[config.mk]
export PLATFORM = sky130hd
export DESIGN_NAME = hazard_forward_unit
export DESIGN_NICKNAME = d
export VERILOG_FILES = /design/src/rtl/hazard_forward_unit.sv
export SDC_FILE = /design/constraint.sdc
export NUM_CORES = 1
export LEC_CHECK = 0
export ABC_AREA = 1
export CAP_MARGIN = 10
export CORE_AREA = 8 8 116 65
export DETAILED_ROUTE_END_ITERATION = 8
export DIE_AREA = 0 0 124 73
export PLACE_DENSITY_LB_ADDON = 0.08
export SYNTH_ARGS = -nofsm -noshare
export SYNTH_HDL_FRONTEND = slang
export SYNTH_SLANG_ARGS = --single-unit
[constraint.sdc]
create_clock -name clk -period 2 [get_ports clk]
set_clock_uncertainty 0.05 [all_clocks]
set_input_delay 0.5 -clock clk [delete_from_list [all_inputs] [get_ports clk]]
set_output_delay 0.5 -clock clk [all_outputs]
set_load 0.005 [all_outputs]
[src/rtl/hazard_forward_unit.sv]
// Decode-side hazard unit: shadow EX/MEM/WB destination tags, forwarding select
// priority, load-use stall insertion, register-file write port and stall counter.
module hazard_forward_unit #(
    parameter int REG_ADDR_W   = 3,
    parameter int CNT_W        = 16,
    parameter int R0_HARDWIRED = 1
) (
    input  logic                  clk,
    input  logic                  reset,
    input  logic                  id_valid,
    input  logic [REG_ADDR_W-1:0] id_rs1,
    input  logic [REG_ADDR_W-1:0] id_rs2,
    input  logic                  id_use_rs1,
    input  logic                  id_use_rs2,
    input  logic [REG_ADDR_W-1:0] id_rd,
    input  logic                  id_reg_write,
    input  logic                  id_mem_read,
    input  logic                  flush,
    output logic [1:0]            ForwardA,
    output logic [1:0]            ForwardB,
    output logic                  stall,
    output logic [REG_ADDR_W-1:0] ex_rd,
    output logic [REG_ADDR_W-1:0] mem_rd,
    output logic [REG_ADDR_W-1:0] RD4,
    output logic                  WB_signals,
    output logic [CNT_W-1:0]      stall_count
);

    typedef struct packed {
        logic                  v;
        logic [REG_ADDR_W-1:0] rd;
        logic                  wr;
        logic                  ld;
    } slot_t;

    localparam slot_t BUBBLE = '{v: 1'b0, rd: {REG_ADDR_W{1'b0}}, wr: 1'b0, ld: 1'b0};

    slot_t ex_r, mem_r, wb_r;
    logic [CNT_W-1:0] stall_count_r;

    logic       ex_a_s, mem_a_s, wb_a_s;
    logic       ex_b_s, mem_b_s, wb_b_s;
    logic [1:0] fwd_a_s, fwd_b_s;
    logic       stall_s;

    function automatic logic slot_match(input slot_t s, input logic [REG_ADDR_W-1:0] rs,
                                        input logic use_src, input logic valid);
        logic r0_s;
        r0_s = (R0_HARDWIRED != 0) && (rs == {REG_ADDR_W{1'b0}});
        return use_src & valid & s.v & s.wr & (s.rd == rs) & ~r0_s;
    endfunction

    // A load sitting in EX cannot forward yet, so it falls through to older stages.
    function automatic logic [1:0] fwd_select(input logic m_ex, input logic ex_ld,
                                              input logic m_mem, input logic m_wb);
        logic [1:0] sel;
        if (m_ex && !ex_ld) begin
            sel = 2'd1;
        end else if (m_mem) begin
            sel = 2'd2;
        end else if (m_wb) begin
            sel = 2'd3;
        end else begin
            sel = 2'd0;
        end
        return sel;
    endfunction

    // Source/tag comparison, forwarding priority and load-use detection.
    always_comb begin
        ex_a_s  = slot_match(ex_r,  id_rs1, id_use_rs1, id_valid);
        mem_a_s = slot_match(mem_r, id_rs1, id_use_rs1, id_valid);
        wb_a_s  = slot_match(wb_r,  id_rs1, id_use_rs1, id_valid);
        ex_b_s  = slot_match(ex_r,  id_rs2, id_use_rs2, id_valid);
        mem_b_s = slot_match(mem_r, id_rs2, id_use_rs2, id_valid);
        wb_b_s  = slot_match(wb_r,  id_rs2, id_use_rs2, id_valid);
        fwd_a_s = fwd_select(ex_a_s, ex_r.ld, mem_a_s, wb_a_s);
        fwd_b_s = fwd_select(ex_b_s, ex_r.ld, mem_b_s, wb_b_s);
        stall_s = ~flush & (ex_a_s | ex_b_s) & ex_r.ld;
    end

    // Shadow tag pipeline; stall or flush injects a bubble into EX.
    always_ff @(posedge clk or posedge reset) begin
        if (reset) begin
            ex_r  <= BUBBLE;
            mem_r <= BUBBLE;
            wb_r  <= BUBBLE;
        end else begin
            wb_r  <= mem_r;
            mem_r <= ex_r;
            if (!stall_s && !flush) begin
                ex_r <= '{v: id_valid, rd: id_rd, wr: id_reg_write, ld: id_mem_read};
            end else begin
                ex_r <= BUBBLE;
            end
        end
    end

    // Saturating stall-cycle counter.
    always_ff @(posedge clk or posedge reset) begin
        if (reset) begin
            stall_count_r <= {CNT_W{1'b0}};
        end else if (stall_s && (stall_count_r != {CNT_W{1'b1}})) begin
            stall_count_r <= stall_count_r + {{(CNT_W-1){1'b0}}, 1'b1};
        end else begin
            stall_count_r <= stall_count_r;
        end
    end

    assign ForwardA    = fwd_a_s;
    assign ForwardB    = fwd_b_s;
    assign stall       = stall_s;
    assign ex_rd       = ex_r.rd;
    assign mem_rd      = mem_r.rd;
    assign RD4         = wb_r.rd;
    assign WB_signals  = wb_r.v & wb_r.wr;
    assign stall_count = stall_count_r;

endmodule

==> impl_metrics.py, run 1 <==
metrics = {
    "power": {
        "fin_total_pwr_mw": 1.662,
        "leakage_nw": 1.460,
        "combPwrFrac_pct": 12.4,
        "p_clk_share_pct": 46.2,
        "ir_worst_vdd_v": 0.0003566,
        "power_frac_seq_pct": 41.4,
        "p_int_mw": 1.269,
        "powerDensity_mw_per_mm2": 567.8,
        "swShare_pct": 23.64,
        "power_switching_mw": 0.3929,
    },
    "synthesis": {
        "synth_seq_area_share_pct": 40.20,
        "synth_most_common_cell": "nand2_1",
        "syn_area_per_cell_um2": 7.165,
        "synth.largest_area_cell": "dfrtp_1",
        "synthesis.area_mm2": 0.001992,
        "ys.flop_type": "dfrtp_1",
        "synthTopCellsByCount": "71 x nand2_1, 49 x inv_1, 33 x nand3_1, 32 x dfrtp_1, 31 x nor2_1",
        "synthArstFlopShare_pct": 100.0,
        "synthCells": 278,
        "synth_top_area_share_pct": 40.20,
        "synth_nets": 296,
        "synth-seq-cells": 32,
        "synth.area.top_cells": "dfrtp_1 40%, nand2_1 13%, inv_1 9.2%, nand3_1 8.3%, nor2_1 5.8%",
        "ys_types": 27,
        "synth-edff-count": 0,
        "synth_warnings": 0,
    },
    "clock_network": {
        "clk_latency_ps": 270,
        "cts_buffers": 5,
        "cts_sinks": 32,
        "htree_levels": 2,
        "clkTransAtPathRegs_ps": 50,
        "cts_tree": "done",
        "cts-root-buf": "clkbuf_16",
        "clk_path_buf_depth": 2,
    },
    "placement": {
        "place_hpwl_um": 4395,
        "place_congestion": 0.8534,
        "dp_slack_ps": -825.7,
        "port_buffers": 47,
    },
    "setup_path": {
        "arrival_ps": 1500,
        "crit_fanout": 4,
        "cp-start-kind": "input port",
        "crit_type": "in -> out",
        "crit_required_ps": 1450,
        "endpoint_kind": "output pin",
    },
    "cells_and_area": {
        "layout-drive-gt1-share_pct": 27.79,
        "nNetsFinal": 366,
        "n_antenna_cell": 0,
        "regArea_um2": 809.5,
        "fillCellCount": 601,
        "area_delta_synth_final_pct": 46.99,
        "multi_input_area_mm2": 0.001016,
    },
    "global_routing": {
        "grt_start_max_net_pins": 33,
        "grt_pass1_wl_um": 9301,
        "gr-total-overflow": 0,
        "first_global_vias": 1787,
        "antenna_found_initial": 0,
        "grtUsageTotal_pct": 13.51,
    },
    "route": {
        "dr.pass1.iters": 4,
        "wl_per_cell_um": 13.51,
        "vias": 1886,
        "via_per_inst": 4.427,
        "drc": 0,
        "ant_nets": 0,
        "dr.first_iter.drc_count": 115,
        "drt-total-wl_um": 5754,
    },
    "floorplan": {
        "dieArea_mm2": 0.009052,
        "io_pins": 48,
        "die_y_um": 73,
        "die_width_um": 124,
        "core_mm2": 0.005856,
        "row_count": 20,
        "start_util_pct": 34.02,
    },
    "status": {
        "violations": "setup timing",
        "outcome": "finished, violations left",
    },
    "timing": {
        "setup_violations": 5,
        "finalMaxSlewViolations": 0,
        "max_freq_mhz": 487.1,
        "hold_viol": 0,
        "rsz0062_at_grt": "true",
        "worst_pin_slew_ps": 423.3,
        "fin_ws_ps": -52.92,
        "max-slew-margin-rel_pct": 71.78,
        "period_minus_slack_ps": 2053,
        "period_share_pct": 102.6,
    },
    "worst_hold_path": {
        "holdCritPathClass": "reg -> reg",
    },
    "flow_run": {
        "cap_viol_max_count": 0,
    },
}
## cells in the final DEF (no fill, tap or decap), types with 2 or more instances in the layout
cell type         n
dfrtp_1          25
buf_4            26
buf_2            10
clkbuf_16         5
inv_1            47
xnor2_1           5
nand3_2           4
nor2_2            6
clkbuf_1          2
o22ai_2           2
nand3_1          31
nor2_4            2
nand2_1          66
inv_2             7
xnor2_2           3
nand4_1           4
clkbuf_2          2
a21oi_2           2
o21bai_1          5
buf_12            2
nand2_2           6
nand3_4           2
nor2_1           27
clkdlybuf4s50_1  33
dfrtp_2           7
## path summary, 6_finish.rpt
path                            startpoint        endpoint  slack, ps  cells after the start
worst max-delay path             id_rs1[1]           stall        -50                      7
worst min-delay path               ex_r[5]        mem_r[5]        330                      0
worst max register to register    ex_rd[1]  stall_count[7]        210                     10
worst min register to register     ex_r[5]        mem_r[5]        330                      0
max in group asynchronous            reset        ex_rd[1]       1000                      3
min in group asynchronous            reset  stall_count[8]        570                      3
## power by group through the flow
stage          Sequential (mW)  Combinational (mW)  Clock, mW
5_1_grt                  0.689               0.227      0.811
2_1_floorplan            0.689              0.0881          0
6_report                 0.688               0.206      0.768
4_1_cts                  0.685               0.198      0.782
3_3_place_gp             0.697               0.170          0
3_5_place_dp             0.697               0.170          0
## state kept, by name, summed over array words and instances (netlist names)
name and count:
stall_count 16, RD4 3, ex_r 3, ex_rd 3, mem_rd 3, mem_r 2
wb_r 2
## per-stage QoR
step / utilization [%] / cell area [µm²] / std cells / hold WS, ps / setup TNS [ps]
after CTS: 49.19 / 2880 / 425 / 324.4 / -236.9
final: 50.00 / 2928 / 426 / 329.9 / -169.5
after detailed placement: 44.47 / 2604 / 408 / 313.4 / -9560
after global routing: 50.00 / 2928 / 426 / 332.2 / -516.6
after floorplan: - / 1992 / 278 / 303.5 / 0
after global placement: 44.47 / 2604 / 408 / 315.4 / -9201
## critical path: stages
cell	delay (ps)
dlygate4sd2_1	240
inv_2	60
buf_4	140
o21ai_4	50
nand3_2	130
a21boi_4	220
buf_2	150
## routing by layer
layer / share of wire (%) / global-route usage, %
met2: 35 / 15.83
met3: 8.2 / 4.710
met4: 1.2 / 3.927
met1: 56 / 21.21
met5: 0 / 0
## repair_timing
action	4_1_cts	5_1_grt
pin swaps	21	13
resized for setup	72	17
endpoints found under the setup margin	11	6
hold buffers	0	0
setup buffers	10	1
## cell families (layout without fill, tap and decap cells)
| family | Yosys count | in the layout | synth area share [%] |
|---|---|---|---|
| compound gates | 15 | 15 | 5.591 |
| xor+xnor | 9 | 9 | 3.958 |
| fa+ha+maj | 1 | 1 | 0.6280 |
| buf+inv | 67 | 138 | 15.08 |
| flops | 32 | 32 | 40.20 |
| simple gates | 154 | 154 | 34.55 |
## final cells by class
type,instances,share of cell area [%]
well taps,77,3.291
multi-input cells,179,34.70
flip-flops and latches,32,27.65
clock buffers,8,5.000
inverters,54,6.923
repair buffers,76,22.44
Note: power is estimated with default switching activity, not from simulation.
==> inputs of run 2 (changes only) <==
--- a/config.mk
+++ b/config.mk
@@ -7,6 +7,8 @@
 export LEC_CHECK = 0
 export ABC_AREA = 1
 export CAP_MARGIN = 10
+export CELL_PAD_IN_SITES_DETAIL_PLACEMENT = 1
+export CELL_PAD_IN_SITES_GLOBAL_PLACEMENT = 1
 export CORE_AREA = 8 8 116 65
 export DETAILED_ROUTE_END_ITERATION = 8
 export DIE_AREA = 0 0 124 73
==> run 2 against run 1 <==
Net effect: the run still ends with setup timing left; global-route usage grew 2.9 points; non-clock buffer count grew 2; sequential power is essentially flat; routed wire length grew 22%; via count grew 6.8%; first-iteration DRC count grew 17%; highest routed layer unchanged.
==> impl_metrics.py, run 2 (synthesized netlist as in run 1, its figures left out) <==
metrics = {
    "cells_and_area": {
        "postLayoutCoreUtil_pct": 50.32,
        "n_antenna_cell": 0,
        "nNetsFinal": 368,
        "area_delta_synth_final_pct": 47.93,
        "largest_register_ffs": 16,
        "finalNonFillerCells": 428,
        "layout-drive-gt1-share_pct": 28.49,
        "fin_area_mm2": 0.002947,
        "layout_commonest_cell": "nand2_1",
        "most-common-layout-cells": "64 x nand2_1, 44 x inv_1, 33 x clkdlybuf4s50_1",
    },
    "clock_network": {
        "clk_latency_ps": 280,
        "cts_sinks": 32,
        "clk_path_buf_depth": 2,
        "htree_levels": 2,
        "cts_buffers": 5,
        "clkTransAtPathRegs_ps": 60,
        "cts-root-buf": "clkbuf_16",
        "hold_buffers": 0,
        "cts_tree": "done",
    },
    "flow_run": {
        "cap_viol_max_count": 0,
    },
    "route": {
        "wl_per_cell_um": 16.38,
        "dr.pass1.iters": 4,
        "drc": 0,
        "vias": 2015,
        "via_per_inst": 4.708,
        "dr.first_iter.drc_count": 135,
        "ant_nets": 0,
        "drt-total-wl_um": 7012,
    },
    "worst_hold_path": {
        "holdCritPathClass": "reg -> reg",
    },
    "timing": {
        "period_minus_slack_ps": 2135,
        "finalMaxSlewViolations": 0,
        "worst_pin_slew_ps": 449.9,
        "period_share_pct": 106.8,
        "final.setup.tns_ps": -445.8,
        "setup_violations": 5,
        "rsz0062_at_grt": "true",
        "hold_viol": 0,
        "max-slew-margin-rel_pct": 70.01,
        "fin_ws_ps": -135.3,
        "max_freq_mhz": 468.3,
    },
    "setup_path": {
        "cpPeakStageDelay_ps": 440,
        "arrival_ps": 1590,
        "cp-start-kind": "flop",
        "critPathSlowestCell": "dfrtp_2",
        "crit_required_ps": 1450,
        "crit_fanout": 4,
        "endpoint_kind": "output pin",
        "crit_path_cell_trace": "buf_6 -> o21ai_4 -> buf_4 -> nand3_4 -> a21boi_4 -> buf_2",
        "crit_type": "reg -> out",
    },
    "placement": {
        "dp.cells": 411,
        "place_hpwl_um": 5252,
        "place_congestion": 0.8891,
        "port_buffers": 47,
        "placed_cell_area_mm2": 0.002626,
        "dp_slack_ps": -872.6,
    },
    "power": {
        "leakage_nw": 1.453,
        "powerDensity_mw_per_mm2": 599.5,
        "ir_worst_vdd_v": 0.0003416,
    },
    "floorplan": {
        "io_pins": 48,
        "start_util_pct": 34.02,
        "core_mm2": 0.005856,
        "die_y_um": 73,
        "die_width_um": 124,
        "row_count": 20,
        "dieArea_mm2": 0.009052,
    },
    "status": {
        "outcome": "finished, violations left",
        "violations": "setup timing",
    },
    "global_routing": {
        "grt_pass1_wl_um": 11580,
        "grt_start_max_net_pins": 33,
        "antenna_found_initial": 0,
        "first_global_vias": 2260,
        "gr-total-overflow": 0,
        "grtUsageTotal_pct": 16.46,
    },
}
-- run 2: changes by cell type in the layout (fill, tap and decap cells not counted), sizes merged --
cell           before  now
buf                39   43
bufinv              0    1
clkbuf             10    5
clkdlybuf4s15       1    2
clkinv              0    1
clkinvlp            0    1
dlygate4sd2         1    0
-- run 2: timing repair --
action | in CTS | in global routing
buffers inserted | 9 | 1
gates resized for setup | 67 | 26
endpoints found under the setup margin | 27 | 8
pin swaps | 23 | 15
-- run 2: worst paths after layout --
check / to / from / cells after the start / slack, ps
min in group asynchronous: stall_count[5] / reset / 3 / 590
worst max register to register: stall_count[15] / ex_rd[1] / 9 / 180
worst min register to register: wb_r[5] / mem_r[5] / 0 / 320
max in group asynchronous: mem_rd[0] / reset / 3 / 970
worst min-delay path: wb_r[5] / mem_r[5] / 0 / 320
worst max-delay path: stall / ex_rd[1] / 6 / -140
-- run 2: routing by layer --
| metal | vias to the layer above | part of all wire, % | GRT usage (%) |
|---|---|---|---|
| met1 | 980 | 52 | 23.23 |
| met5 | - | 0 | 0 |
| met2 | 38 | 42 | 25.07 |
| li1 | 992 | - | - |
| met4 | 0 | 0.36 | 2.356 |
| met3 | 5 | 5.5 | 4.093 |
-- run 2: layout make-up --
class,count,area [µm²]
well taps,77,96.34
clock inverters,3,42.54
fillers,723,2909
inverters,54,205.2
flip-flops and latches,32,807.0
clock buffers,5,125.1
repair buffers,78,658.1
multi-input cells,179,1012
-- run 2: metrics by stage --
step	hold WS, ps	total power, mW
6_report	323.2	1.766
4_1_cts	325.4	1.773
3_3_place_gp	309.2	0.8693
5_1_grt	340.5	1.839
3_5_place_dp	312.3	0.8757
2_1_floorplan	303.5	0.7776
-- run 2: worst max-delay path: cells and delay by family (launching register included) --
kind | cells | cell delay (ps)
AOI/OAI and AO/OA | 2 | 350
buffers and inverters | 3 | 430
DFF | 1 | 440
and+or+nand+nor | 1 | 90
-- run 2: power by group --
part	internal, mW	switching, mW
combinational	0.104	0.104
sequential	0.666	0.0201
clock	0.585	0.287
